## src/rtl/bcd_counter_pkg.sv

```systemverilog
// Shared constants and types for the cascaded BCD counter.
package bcd_counter_pkg;

    localparam int DIGIT_W = 4;

    typedef logic [DIGIT_W-1:0] bcd_digit_t;

    localparam bcd_digit_t BCD_MAX = 4'd9;
    localparam bcd_digit_t BCD_MIN = 4'd0;

endpackage

```

## src/rtl/bcd_digit.sv

```systemverilog
// One BCD decade (0..9) with up/down stepping and an optional parallel load.
// tc is the step request for the next decade: this decade is stepping and
// sits at its terminal value (9 going up, 0 going down).
// Build option: define BCD_COUNTER_LOAD_EN to enable the load/load_val path;
// otherwise those inputs are accepted but have no effect.
module bcd_digit
    import bcd_counter_pkg::*;
(
    input  logic       clk,
    input  logic       rst,
    input  logic       step,
    input  logic       up_dn,
    input  logic       load,
    input  bcd_digit_t load_val,
    output bcd_digit_t q,
    output logic       tc
);

    bcd_digit_t nxt;
    logic       at_term;

`ifdef BCD_COUNTER_LOAD_EN
    // Codes 10..15 are not decimal digits; they load as zero.
    function automatic bcd_digit_t bcd_sanitize(input bcd_digit_t v);
        return (v > BCD_MAX) ? BCD_MIN : v;
    endfunction
`else
    logic unused_load;
    assign unused_load = ^{load, load_val};
`endif

    // Next value with decimal wrap in either direction, plus terminal detect.
    always_comb begin
        nxt     = q;
        at_term = 1'b0;
        if (up_dn) begin
            at_term = (q == BCD_MAX);
            nxt     = at_term ? BCD_MIN : q + 4'd1;
        end else begin
            at_term = (q == BCD_MIN);
            nxt     = at_term ? BCD_MAX : q - 4'd1;
        end
    end

    assign tc = step & at_term;

    // Digit register: async clear, then load (if built in), then step.
    always_ff @(posedge clk or negedge rst) begin
        if (!rst) begin
            q <= BCD_MIN;
        end
`ifdef BCD_COUNTER_LOAD_EN
        else if (load) begin
            q <= bcd_sanitize(load_val);
        end
`endif
        else if (step) begin
            q <= nxt;
        end
    end

endmodule

```

## src/rtl/bcd_counter.sv

```systemverilog
// Cascaded synchronous BCD up/down counter of DIGITS decades (1..8).
// All decades share one clock edge; the step enable for each decade is formed
// combinationally from the lower decades, so there is no ripple delay.
// carry_out is high when enabled and every decade is at its terminal value.
// Build option: define BCD_COUNTER_LOAD_EN to enable synchronous parallel load.
module bcd_counter
    import bcd_counter_pkg::*;
#(
    parameter int DIGITS = 1
) (
    input  logic                  clk,
    input  logic                  rst,
    input  logic                  en,
    input  logic                  up_dn,
    input  logic                  load,
    input  logic [4*DIGITS-1:0]   load_val,
    output logic [4*DIGITS-1:0]   q,
    output logic                  carry_out
);

    // step[k] enables decade k; step[DIGITS] is the overall terminal count.
    logic [DIGITS:0] step;

    if (DIGITS < 1 || DIGITS > 8) begin : g_bad_digits
        $error("bcd_counter: DIGITS must be in 1..8");
    end

    assign step[0] = en;

    for (genvar k = 0; k < DIGITS; k++) begin : g_digit
        bcd_digit u_digit (
            .clk      (clk),
            .rst      (rst),
            .step     (step[k]),
            .up_dn    (up_dn),
            .load     (load),
            .load_val (load_val[DIGIT_W*k +: DIGIT_W]),
            .q        (q[DIGIT_W*k +: DIGIT_W]),
            .tc       (step[k+1])
        );
    end

    assign carry_out = step[DIGITS];

endmodule

```

## config.mk

```make
export PLATFORM = sky130hd
export DESIGN_NAME = bcd_counter
export DESIGN_NICKNAME = d
export VERILOG_FILES = /design/src/rtl/bcd_counter_pkg.sv /design/src/rtl/bcd_digit.sv /design/src/rtl/bcd_counter.sv
export SDC_FILE = /design/constraint.sdc
export NUM_CORES = 1
export LEC_CHECK = 0
export ABC_AREA = 1
export CAP_MARGIN = 10
export CELL_PAD_IN_SITES_DETAIL_PLACEMENT = 1
export CELL_PAD_IN_SITES_GLOBAL_PLACEMENT = 2
export CORE_MARGIN = 4
export CORE_UTILIZATION = 19
export CTS_CLUSTER_DIAMETER = 80
export DETAILED_ROUTE_END_ITERATION = 12
export PLACE_DENSITY_LB_ADDON = 0.1
export SYNTH_ARGS = -nofsm -noshare
export SYNTH_HDL_FRONTEND = slang
export SYNTH_SLANG_ARGS = --single-unit
```

## constraint.sdc

```tcl
create_clock -name clk -period 1.6 [get_ports clk]
set_input_delay 0.4 -clock clk [delete_from_list [all_inputs] [get_ports clk]]
set_output_delay 0.4 -clock clk [all_outputs]
set_load 0.005 [all_outputs]
```

; Yosys cells after proc, flatten, opt, wreduce, memory -nomap -nowiden
; Cells that the tools add are included.
[totals]
reg_bits = 4
in_bits = 9
output_inout_bits = 5
elab_cells = 10
[classes]
n_addsub = 2
n_eq_ne = 1
muxes = 4
bitwise_logic = 1
reduce_logical = 1
[ops]
columns = op, n
row1 = $mux W4, 3
row2 = $add A4 B1 Y4 const B, 1
row3 = $eq A4 B4 Y1 const B, 1
row4 = $logic_not A4 Y1, 1
row5 = $sub A4 B1 Y4 const B, 1
row6 = $and A1 B1 Y1, 1
row7 = $mux W1, 1

; Longest topological paths before layout
[logic_depth]
depth_word = 3
ltp_mapped = 9
depth_no_buf = 8

; Least setup slack after synthesis
; OpenSTA, ideal clock, no wires.
[synth_timing]
path_kind = reg-to-output
start = reg g_digit[0].u_digit.q[0]
end = out carry_out
t_arrival_ps = 1000
t_required_ps = 1200
path_slack_ps = 200
stages_incl_launch_ff = 7
n_path_buf = 1
cell_sequence = dfrtp_1 > buf_6 > nor2_2 > nand2_2 > nor2_2 > nor2_2 > nor3_1
[synth_via]
elab_chain_len = 3
word_cells_on_any_way = 4
classes_between = eq/ne: 1 / mux: 1 / bitwise: 1 / reduce/logical: 1
[synth_lines]
columns = element, line
row1 = start: declaration, bcd_digit.sv:15  ; output bcd_digit_t q,
row2 = start signal: assignment, bcd_digit.sv:58  ; q <= nxt;
row3 = $eq A4 B4 Y1 / $logic_not A4 Y1 (equally long branches), "bcd_digit.sv:37, bcd_digit.sv:40"
row4 = $mux W1 *, bcd_digit.sv:36  ; if (up_dn) begin
row5 = $and A1 B1 Y1 *, bcd_digit.sv:45  ; assign tc = step & at_term;
row6 = end: declaration, bcd_counter.sv:18  ; output logic carry_out
; Every way passes the cells marked *; elsewhere a longest branch is shown, timed or not.

; Worst setup path after layout
[layout_timing]
start = reg g_digit[0].u_digit.q[1]
end = out carry_out
; Same word-level chain as after synthesis.

==> results.toml <==
[job]
cap_violations = 0

[sta]
post-route-period-util = 1.05
fmax_ghz = 0.597
period_needed_ns = 1.68
fin_worst_skew_ns = 0.00589
rsz0062_at_grt = "yes"
fin_ws_ns = -0.0760
setup_violations = 1
slew_violations = 0
max_slew_margin = 0.877
setup_tns_ns = -0.0760
finalHoldViolCount = 0
worstMarginPinSlew_ns = 0.184

[critical_path]
cp.required_ns = 1.20
crit_path_max_fanout = 4
worstSetupPathType = "register to primary output"
crit_path_end_kind = "primary output"
worst_ep_arrival_time_ns = 1.28
critPathLaunchType = "register"

[cells_and_area]
multiInputGateArea_um2 = 211
reg.largest.list = "g_digit.u_digit.q x4"
antenna_cells = 0
largest_reg_flops = 4
syn2layout_area_growth_pct = 83.3
fillers = 216
regMostFlops = "g_digit.u_digit.q"
seqCellArea_um2 = 103
drive_gt1_frac = 0.452
nets = 95

[placed_design]
dp_worst_setup_slack_ns = -0.557
finalWeightedCongestion = 0.772
io_buffers = 8
dp_hpwl_um = 982

[routing]
ant_nets = 0
wl_per_cell_um = 11.8
vias = 437
drt_wl_total_um = 1270
drc = 0
vias_per_cell = 4.05
drt_pass1_iterations = 2
drtIter0Drc = 5

[logic_synthesis]
syn-cell-area_um2 = 338
yosysSeqAreaShare = 0.296
yosysMostFrequentCell = "nand2_1"
async_reset_ff_frac = 1.00
synthTopCellsByArea = "dfrtp_1 30%, nand2_1 23%, nand3_1 10%"
syn_inst = 55
yosys_warnings = 0
yosysTopAreaCell = "dfrtp_1"
syn_nets = 64
synth_top_area_share = 0.296
synth_cell_type_count = 14
synth-seq-cells = 4
avgSynthCellArea_um2 = 6.14
ys.flop_type = "dfrtp_1"
synth_common_cells = "21 x nand2_1, 7 x nand3_1, 6 x inv_1"
synth_edf_count = 0

[pwr]
p_total_w = 0.00118
ir_drop_mv = 0.661
p_per_area_nw_per_um2 = 1900
leakagePower_nw = 0.348

[cts]
cts_tree = "done"
clk_pin_slew_ns = 0.04
root_buffer = "clkbuf_4"
clk_path_buf_depth = 2
cts_buffers = 3
cts.sinks = 4
clock_latency_ns = 0.24
cts_htree_levels = 1

[floorplanning]
start_util = 0.212
core-area_um2 = 1590
fp-row-count = 14
dieArea_um2 = 2520
die_w_um = 50.2
io_pins = 14
die_h_um = 50.2

[grt]
grt_pass1_wl_um = 2100
first_global_vias = 464
grt_max_degree = 7
track_usage = 0.114
antenna_found_initial = 0
overflow = 0

[hold_path]
hold_class = "input port to asynchronous set/reset pin"

[status]
status = "finished, violations left"
violations = "setup timing"
[metal layers]
layer | GRT usage | vias up | wire length (um)
met1 | 0.126 | 197 | 558
met5 | 0 | - | 0
li1 | - | 229 | -
met4 | 0.0829 | 0 | 30
met2 | 0.200 | 8 | 652
met3 | 0.0118 | 3 | 28
[final cells by class]
type / count / share of cell area
clock buffer: 3 / 0.0364
sequential: 4 / 0.166
inverter: 8 / 0.0485
multi-input combinational: 42 / 0.341
timing repair buffer: 27 / 0.360
tap: 24 / 0.0485
[worst max-delay path, stage by stage, from the launching register on]
cell and delay (ns):
dfrtp_2 0.45, inv_2 0.08, nand2_2 0.06, nor2_2 0.11
nor2_2 0.05, nor3_2 0.14, buf_2 0.14
[cells by family (layout without fill, tap and decap cells)]
family	Yosys count	count (layout)	synth area share
AOI/OAI and AO/OA	2	2	0.0407
xor gates and xnor gates	1	1	0.0259
buffers and inverters	9	38	0.122
DFF	4	4	0.296
and+or+nand+nor	39	39	0.515
[metrics by stage]
stage                     hold WS, ns  cells  instance area [um2]  utilization
after CTS                       0.361    105                  579        0.363
final                           0.357    108                  619        0.389
after detailed placement        0.618    100                  542        0.340
after global placement          0.617    100                  542        0.340
after global routing            0.360    108                  619        0.389
after floorplan                 0.104     55                  338            -
[cell usage in the layout (no fill, tap or decap), drive strengths merged]
cell type	synthesis	layout
nand4	1	1
dlymetal6s2s	0	1
inv	8	8
dlygate4sd2	0	4
clkbuf	0	3
xor2	1	1
nand3	7	7
nor2	7	7
a21oi	1	1
clkdlybuf4s50	0	2
nand2	23	23
o21ai	1	1
buf	1	20
nor3	1	1
dfrtp	4	4
[report_power, final]
| part | switching, W | leakage (nW) | internal, W |
|---|---|---|---|
| clock network | 0.0000481 | 0.0138 | 0.0000844 |
| registers | 0.0000687 | 0.0464 | 0.000154 |
| logic | 0.000378 | 0.288 | 0.000443 |
[final timing paths]
| kind | start | end | slack (ns) | depth (start not counted) |
|---|---|---|---|---|
| max in group asynchronous | rst | g_digit[0].u_digit.q[1] | 1.06 | 1 |
| min | rst | g_digit[0].u_digit.q[0] | 0.36 | 1 |
| min reg2reg | g_digit[0].u_digit.q[2] | g_digit[0].u_digit.q[2] | 0.67 | 3 |
| max reg2reg | g_digit[0].u_digit.q[1] | g_digit[0].u_digit.q[1] | 0.29 | 9 |
| min in group clk | g_digit[0].u_digit.q[2] | g_digit[0].u_digit.q[2] | 0.67 | 3 |
| max | g_digit[0].u_digit.q[1] | carry_out | -0.08 | 6 |
[what timing repair did]
action,4_1_cts,5_1_grt
buffers inserted,2,3
pin swaps,1,1
hold buffers,0,0
setup endpoints to repair,5,2
resized for setup,12,6
Note: power is estimated with default switching activity, not from simulation.
==> RTL edit 1: new RTL, same flow settings <==
Set the package constant `BCD_MAX` to 4'd4 (it was 4'd9).
--- a/src/rtl/bcd_counter_pkg.sv
+++ b/src/rtl/bcd_counter_pkg.sv
@@ -6,5 +6,5 @@
     typedef logic [DIGIT_W-1:0] bcd_digit_t;
 
-    localparam bcd_digit_t BCD_MAX = 4'd9;
+    localparam bcd_digit_t BCD_MAX = 4'd4;
     localparam bcd_digit_t BCD_MIN = 4'd0;
 
Check against the original RTL: not equivalent (Yosys sat finds a counterexample within 4 cycles, from zero or initial values and one cycle with rst low).
==> RTL edit 1 against the original RTL <==
  * Design area shrank 3.4%
  * Register-to-register slack got worse by 70 ps
  * Largest cell class is now multi-input combinational cells
  * Largest power group unchanged
  * Power shrank 24%
  * Routed wire length shrank 15%
  * Sequential cell count unchanged
  * The flow still finishes with violations (negative setup slack)
  * Setup slack gained 4.9 ps
  * Critical path depth increased by 1
  * Clock skew shrank 5.5 ps
  * Critical endpoint unchanged
  * Die area decreased by 2.5%
  * Synthesized area is 3.0% lower
  * Critical path type unchanged
  * Non-clock buffer count shrank 1
  * Combinational power shrank 26%
==> RTL edit 1: results (changes against the original RTL) <==
The tools report the share of the yosys chip area belonging to registers as 0.3053 (was 0.2963). The end of the critical path was carry_out (unchanged). The routed wire length per instance is 11.90 um (was 11.75 um). For the peak ir drop on the vdd network, the log shows 558.5 uV (was 660.6 uV).

The mean instance size in the synthesized netlist is 6.975 um^2 (was 6.142 um^2). The count of synthesis-stage warnings from yosys is 0 (unchanged). The routability congestion estimate was 0.7552 (was 0.7718). For the synthesized netlist net count, the log shows 58 (was 64).

The initial detailed-routing violation count is 1 (was 5). The capturing point of the worst reg2reg path was g_digit[0].u_digit.q[3] (was g_digit[0].u_digit.q[1]). The net count of the finished layout came out at 88 (was 95). The tools report the startpoint of the worst setup timing path as g_digit[0].u_digit.q[0] (was g_digit[0].u_digit.q[1]).

The tools report the post-synthesis cell type count as 17 (was 14). The flow ran to the end, but the final reports show violations. Failing checks: negative setup slack (unchanged). For the slack of the critical path, the log shows -71.11 ps (was -76.04 ps). For the total of endpoints with negative setup slack in the final report, the log shows 2 (was 1).

The worst hold path class was input port to async pin (unchanged). Worst-skew pair later-pin latency: 230 ps. Cell with the largest stage delay on the worst path: sky130_fd_sc_hd__dfrtp_1 (was sky130_fd_sc_hd__dfrtp_2). Maximum buffer depth of the clock tree: 2 (unchanged). Synth top area cells: sky130_fd_sc_hd__dfrtp_1, sky130_fd_sc_hd__nand2_1, sky130_fd_sc_hd__ha_1, sky130_fd_sc_hd__nand3_1, sky130_fd_sc_hd__nor2_2 (was sky130_fd_sc_hd__dfrtp_1, sky130_fd_sc_hd__nand2_1, sky130_fd_sc_hd__nand3_1, sky130_fd_sc_hd__nor2_2, sky130_fd_sc_hd__inv_1). The logs give 1.083 mm (was 1.269 mm) for the aggregate routed wire length and 1.821 mm (was 2.104 mm) for the global-route wire length before repair. The clock-pin slew of the registers on the worst-case setup and hold paths is 40 ps (about the same), and the global router's overall resource usage is 0.09434 (was 0.1136). The critical-path maximum fanout is 4 (unchanged), and the instance count after placement with tap cells included is 81 (was 100). The static leakage was 0.3283 nW (was 0.3483 nW).

The mean number of vias per cell was 4.407 (was 4.046); the detailed-placement wirelength estimate was 876.3 um (was 981.7 um). The headroom to the max-slew limit came out at 0.8799 (was 0.8768). Commonest cells in the synthesized netlist: sky130_fd_sc_hd__nand2_1, sky130_fd_sc_hd__nand3_1, sky130_fd_sc_hd__dfrtp_1, sky130_fd_sc_hd__inv_1, sky130_fd_sc_hd__nor2_1 (was sky130_fd_sc_hd__nand2_1, sky130_fd_sc_hd__nand3_1, sky130_fd_sc_hd__inv_1). For the worst setup path, the data arrival time is 1270 ps.

The fraction of final layout cells with drive strength greater than 1 works out to 0.4400 (was 0.4524). The number of cells on the worst reg-to-reg path works out to 11 (was 9). The run gives 0.3727 ps (was 5.894 ps) as the largest clock skew in the final design.

The number of global-route vias before repair is 445 (was 464), and the register-to-register path setup slack is 220 ps (was 290 ps). The final-layout fill cell count came out at 198 (was 216). For the post-place setup slack, the log shows -484.4 ps (was -556.7 ps). The largest stage delay on the critical path came out at 370 ps (was 450 ps).
[RTL edit 1: cell types whose count changed after synthesis, moves of 2 or more]
cell	delta
sky130_fd_sc_hd__inv_1	-2
sky130_fd_sc_hd__o21ai_1	+2
sky130_fd_sc_hd__nand2_1	-10
sky130_fd_sc_hd__ha_1	+2
sky130_fd_sc_hd__a21oi_1	+2
sky130_fd_sc_hd__nand3_1	-2
[RTL edit 1: how the worst min path moves through the flow]
stage / start / endpoint / cells past startpoint / slack, ps
global placement: rst / g_digit[0].u_digit.q[3] / 1 / 610
CTS: rst / g_digit[0].u_digit.q[2] / 1 / 370
detailed placement: rst / g_digit[0].u_digit.q[1] / 1 / 620
floorplan: rst / g_digit[0].u_digit.q[0] / 0 / 100
global route: rst / g_digit[0].u_digit.q[3] / 1 / 390
finish: rst / g_digit[0].u_digit.q[2] / 1 / 370
[RTL edit 1: area by class of cell]
type | instances | area [um^2] | area share
multi-input combinational | 36 | 216.5 | 0.3619
inverter | 6 | 22.52 | 0.03766
timing repair buffer | 26 | 216.5 | 0.3619
tap | 16 | 20.02 | 0.03347
clock buffer | 3 | 22.52 | 0.03766
sequential | 4 | 100.1 | 0.1674
[RTL edit 1: timing repair]
action,CTS,global route
cloned,0,0
setup buffers,4,3
hold buffers,0,0
resized for setup,13,2
endpoints found under the setup margin,4,3
pin swaps,3,5
[RTL edit 1: critical path, delay by kind of cell, from the launching register on]
family,cells,cell delay [ps]
DFF,1,370
and+or+nand+nor,3,250
buffers and inverters,2,190
adders and majority gates,1,160
AOI/OAI and AO/OA,1,60
[RTL edit 1: metal layers]
metal | vias to the layer above | track usage | part of all wire
li1 | 207 | - | -
met1 | 188 | 0.1101 | 0.44
met2 | 6 | 0.1718 | 0.54
met3 | 0 | 0.009036 | 0.021
met4 | 0 | 0.04147 | 0
met5 | - | 0 | 0
[RTL edit 1: through the flow]
step           setup TNS [ps]  instance area, um^2
6_report               -118.1                598.1
5_1_grt                -254.6                598.1
4_1_cts                -182.4                570.5
3_5_place_dp           -484.4                499.2
3_3_place_gp           -465.7                499.2
2_1_floorplan               0                327.8
[RTL edit 1: where the power goes]
group / internal, mW / leakage [nW] / total [mW] / switching (mW)
registers: 0.139 / 0.0482 / 0.162 / 0.0232
clock network: 0.0836 / 0.0138 / 0.120 / 0.0361
logic: 0.325 / 0.266 / 0.611 / 0.286
[RTL edit 1: cell families after synthesis]
group	Yosys count	share of synthesized area
flip-flops	4	0.3054
buffers and inverters	7	0.1030
AO/OA/AOI/OAI	6	0.1069
AND/OR/NAND/NOR	27	0.3817
adder cells (fa/ha/maj)	2	0.07632
XOR/XNOR	1	0.02672
==> RTL edit 2: new RTL, config.mk and constraints unchanged <==
Without the edit above. Register the inputs `en`, `up_dn`, `load` and `load_val` before use. The logic sees them one clock later.
--- a/src/rtl/bcd_counter.sv
+++ b/src/rtl/bcd_counter.sv
@@ -19,4 +19,16 @@
 );
 
+    logic en_q;
+    logic up_dn_q;
+    logic load_q;
+    logic [4*DIGITS-1:0] load_val_q;
+
+    always_ff @(posedge clk) begin
+        en_q       <= en;
+        up_dn_q    <= up_dn;
+        load_q     <= load;
+        load_val_q <= load_val;
+    end
+
     // step[k] enables decade k; step[DIGITS] is the overall terminal count.
     logic [DIGITS:0] step;
@@ -26,5 +38,5 @@
     end
 
-    assign step[0] = en;
+    assign step[0] = en_q;
 
     for (genvar k = 0; k < DIGITS; k++) begin : g_digit
@@ -33,7 +45,7 @@
             .rst      (rst),
             .step     (step[k]),
-            .up_dn    (up_dn),
-            .load     (load),
-            .load_val (load_val[DIGIT_W*k +: DIGIT_W]),
+            .up_dn    (up_dn_q),
+            .load     (load_q),
+            .load_val (load_val_q[DIGIT_W*k +: DIGIT_W]),
             .q        (q[DIGIT_W*k +: DIGIT_W]),
             .tc       (step[k+1])
Check against the original RTL: not equivalent (a bounded check fails within 4 cycles, from zero or initial values and one cycle with rst low).
==> RTL edit 2 against the original RTL <==
  * The flow still finishes with violations (negative setup slack)
  * Synthesized area up 0.37%
  * Sequential cell count up 2
  * Non-clock buffer count up 6
  * Sequential power up 7%
  * Setup slack worse by 25 ps
  * Largest power group unchanged
  * Design area up 12%
  * Power up 5.5%
  * Combinational power up 3.5%
  * Routed wire length up 4.3%
==> RTL edit 2: results (changes against the original RTL) <==
For the headroom to the max-slew limit, the log shows 0.8794 (was 0.8768). The async set-reset flop share out of synthesis is 0.6667 (was 1.000), and the static leakage is 0.3960 nW (was 0.3483 nW). Clock-pin slew was measured on the worst setup and hold paths at 50 ps.

Commonest cells in the synthesized netlist: sky130_fd_sc_hd__nand2_1, sky130_fd_sc_hd__inv_1, sky130_fd_sc_hd__nand3_1 (was sky130_fd_sc_hd__nand2_1, sky130_fd_sc_hd__nand3_1, sky130_fd_sc_hd__inv_1). The mean number of vias per cell works out to 4.161 (was 4.046). The flow ran to the end, but the final reports show violations. Cell with the largest stage delay on the worst path: sky130_fd_sc_hd__dfrtp_1 (was sky130_fd_sc_hd__dfrtp_2). Synth top area cells: sky130_fd_sc_hd__dfrtp_1, sky130_fd_sc_hd__nand2_1, sky130_fd_sc_hd__dfxtp_1, sky130_fd_sc_hd__nand3_1, sky130_fd_sc_hd__inv_1 (was sky130_fd_sc_hd__dfrtp_1, sky130_fd_sc_hd__nand2_1, sky130_fd_sc_hd__nand3_1, sky130_fd_sc_hd__nor2_2, sky130_fd_sc_hd__inv_1).

Top Registers: g_digit.u_digit.q: 4 flops, en_q: 1 flops, up_dn_q: 1 flops (was g_digit.u_digit.q: 4 flops). The mean instance size in the synthesized netlist was 6.781 um^2 (was 6.142 um^2); the number of global-route vias before repair was 506 (was 464). The logs give 0 (unchanged) for the global-route congestion overflow total and 3 (was 2) for the number of search-and-repair iterations in the first detailed-routing pass.

The post-place setup slack is -244.0 ps (was -556.7 ps), and the met1 layer usage reported by global route is 0.1392 (was 0.1257). The run gives 0.7704 mW (was 0.6815 mW) as the design internal power. The run gives 99 (was 100) as the instance count after placement with tap cells included.

The net count of the finished layout came out at 97 (was 95). The synthesized netlist net count is 59 (was 64). The placed cell area is 570.5 um^2 (was 541.8 um^2), and the largest clock skew in the final design is 3.421 ps (was 5.894 ps). Failing checks: negative setup slack (unchanged).

The initial antenna violation count is 0 (unchanged). The detailed-placement wirelength estimate was 943.9 um (was 981.7 um). The routability congestion estimate is 0.7168 (was 0.7718). The global-route wire length before repair was 2.359 mm (was 2.104 mm); the post-synthesis cell type count was 15 (was 14). The run gives 1 (unchanged) as the total of endpoints with negative setup slack in the final report.

The global routing usage on met2 was 0.2261 (was 0.2000); the maximum buffer depth of the clock tree was 2 (unchanged). For the met3 routing resource usage after global routing, the log shows 0.04154 (was 0.01183). For the initial detailed-routing violation count, the log shows 9 (was 5).

The slack of the critical path was -101.0 ps (was -76.04 ps). The global router's overall resource usage is 0.1342 (was 0.1136), and the peak ir drop on the vdd network is 627.5 uV (was 660.6 uV). The fraction of final layout cells with drive strength greater than 1 is 0.4253 (was 0.4524), and the number of H-tree levels is 1 (unchanged). The largest stage delay on the critical path was 410 ps (was 450 ps); the worst endpoint data arrival time was 1300 ps (was 1280 ps). The final-layout fill cell count is 228 (was 216).
-- RTL edit 2: power groups by stage --
stage	Combinational, mW	Clock, mW	Sequential [mW]
floorplan	0.219	0	0.286
global route	0.952	0.180	0.245
finish	0.850	0.151	0.239
CTS	0.768	0.163	0.239
detailed placement	0.644	0	0.251
global placement	0.635	0	0.255
-- RTL edit 2: repair_timing --
item,in CTS,in global routing
hold buffers,0,0
gates resized for setup,8,7
setup endpoints to repair,4,5
gates cloned,0,0
pin swaps,3,7
buffers inserted,7,4
-- RTL edit 2: cells by family (layout without fill, tap and decap cells) --
logic type	after synthesis	in the layout	share of synthesized area
buffers and inverters	6	43	0.06642
flip-flops	6	6	0.4133
AND/OR/NAND/NOR	33	33	0.4317
XOR/XNOR	1	1	0.02583
AO/OA/AOI/OAI	4	4	0.06273
-- RTL edit 2: layout make-up --
| type | instances | share of cell area |
|---|---|---|
| Inverter | 6 | 0.03243 |
| Multi-Input combinational cell | 38 | 0.2847 |
| Sequential cell | 6 | 0.2018 |
| Tap cell | 25 | 0.04505 |
| Clock buffer | 4 | 0.03784 |
| Timing Repair Buffer | 33 | 0.3982 |
-- RTL edit 2: worst paths after layout --
path,start,to,slack (ps),cells after the start
worst max-delay path,g_digit[0].u_digit.q[1],carry_out,-100,5
worst min-delay path,rst,g_digit[0].u_digit.q[1],350,1
worst max register to register,g_digit[0].u_digit.q[1],g_digit[0].u_digit.q[3],140,10
worst min register to register,en_q,g_digit[0].u_digit.q[0],550,2
max in group asynchronous,rst,g_digit[0].u_digit.q[0],1080,1
min in group clk,en_q,g_digit[0].u_digit.q[0],550,2
-- RTL edit 2: worst max-delay path: cells and delay by family (launching register included) --
family | cells | cell delay (ps)
flip-flops | 1 | 410
buffers and inverters | 2 | 270
AO/OA/AOI/OAI | 1 | 100
AND/OR/NAND/NOR | 2 | 280
-- RTL edit 2: routing by layer --
metal | vias to the layer above | part of all wire
li1 | 233 | -
met1 | 219 | 0.40
met2 | 9 | 0.53
met3 | 5 | 0.035
met4 | 0 | 0.029
met5 | - | 0
-- RTL edit 2: stage by stage --
step / hold WS, ps / utilization / TNS [ps]
floorplan: 104.4 / - / 0
global placement: 549.7 / 0.3341 / -252.7
detailed placement: 545.7 / 0.3341 / -244.0
CTS: 344.3 / 0.3824 / -282.9
global route: 341.2 / 0.4066 / -194.6
finish: 351.0 / 0.4066 / -101.0
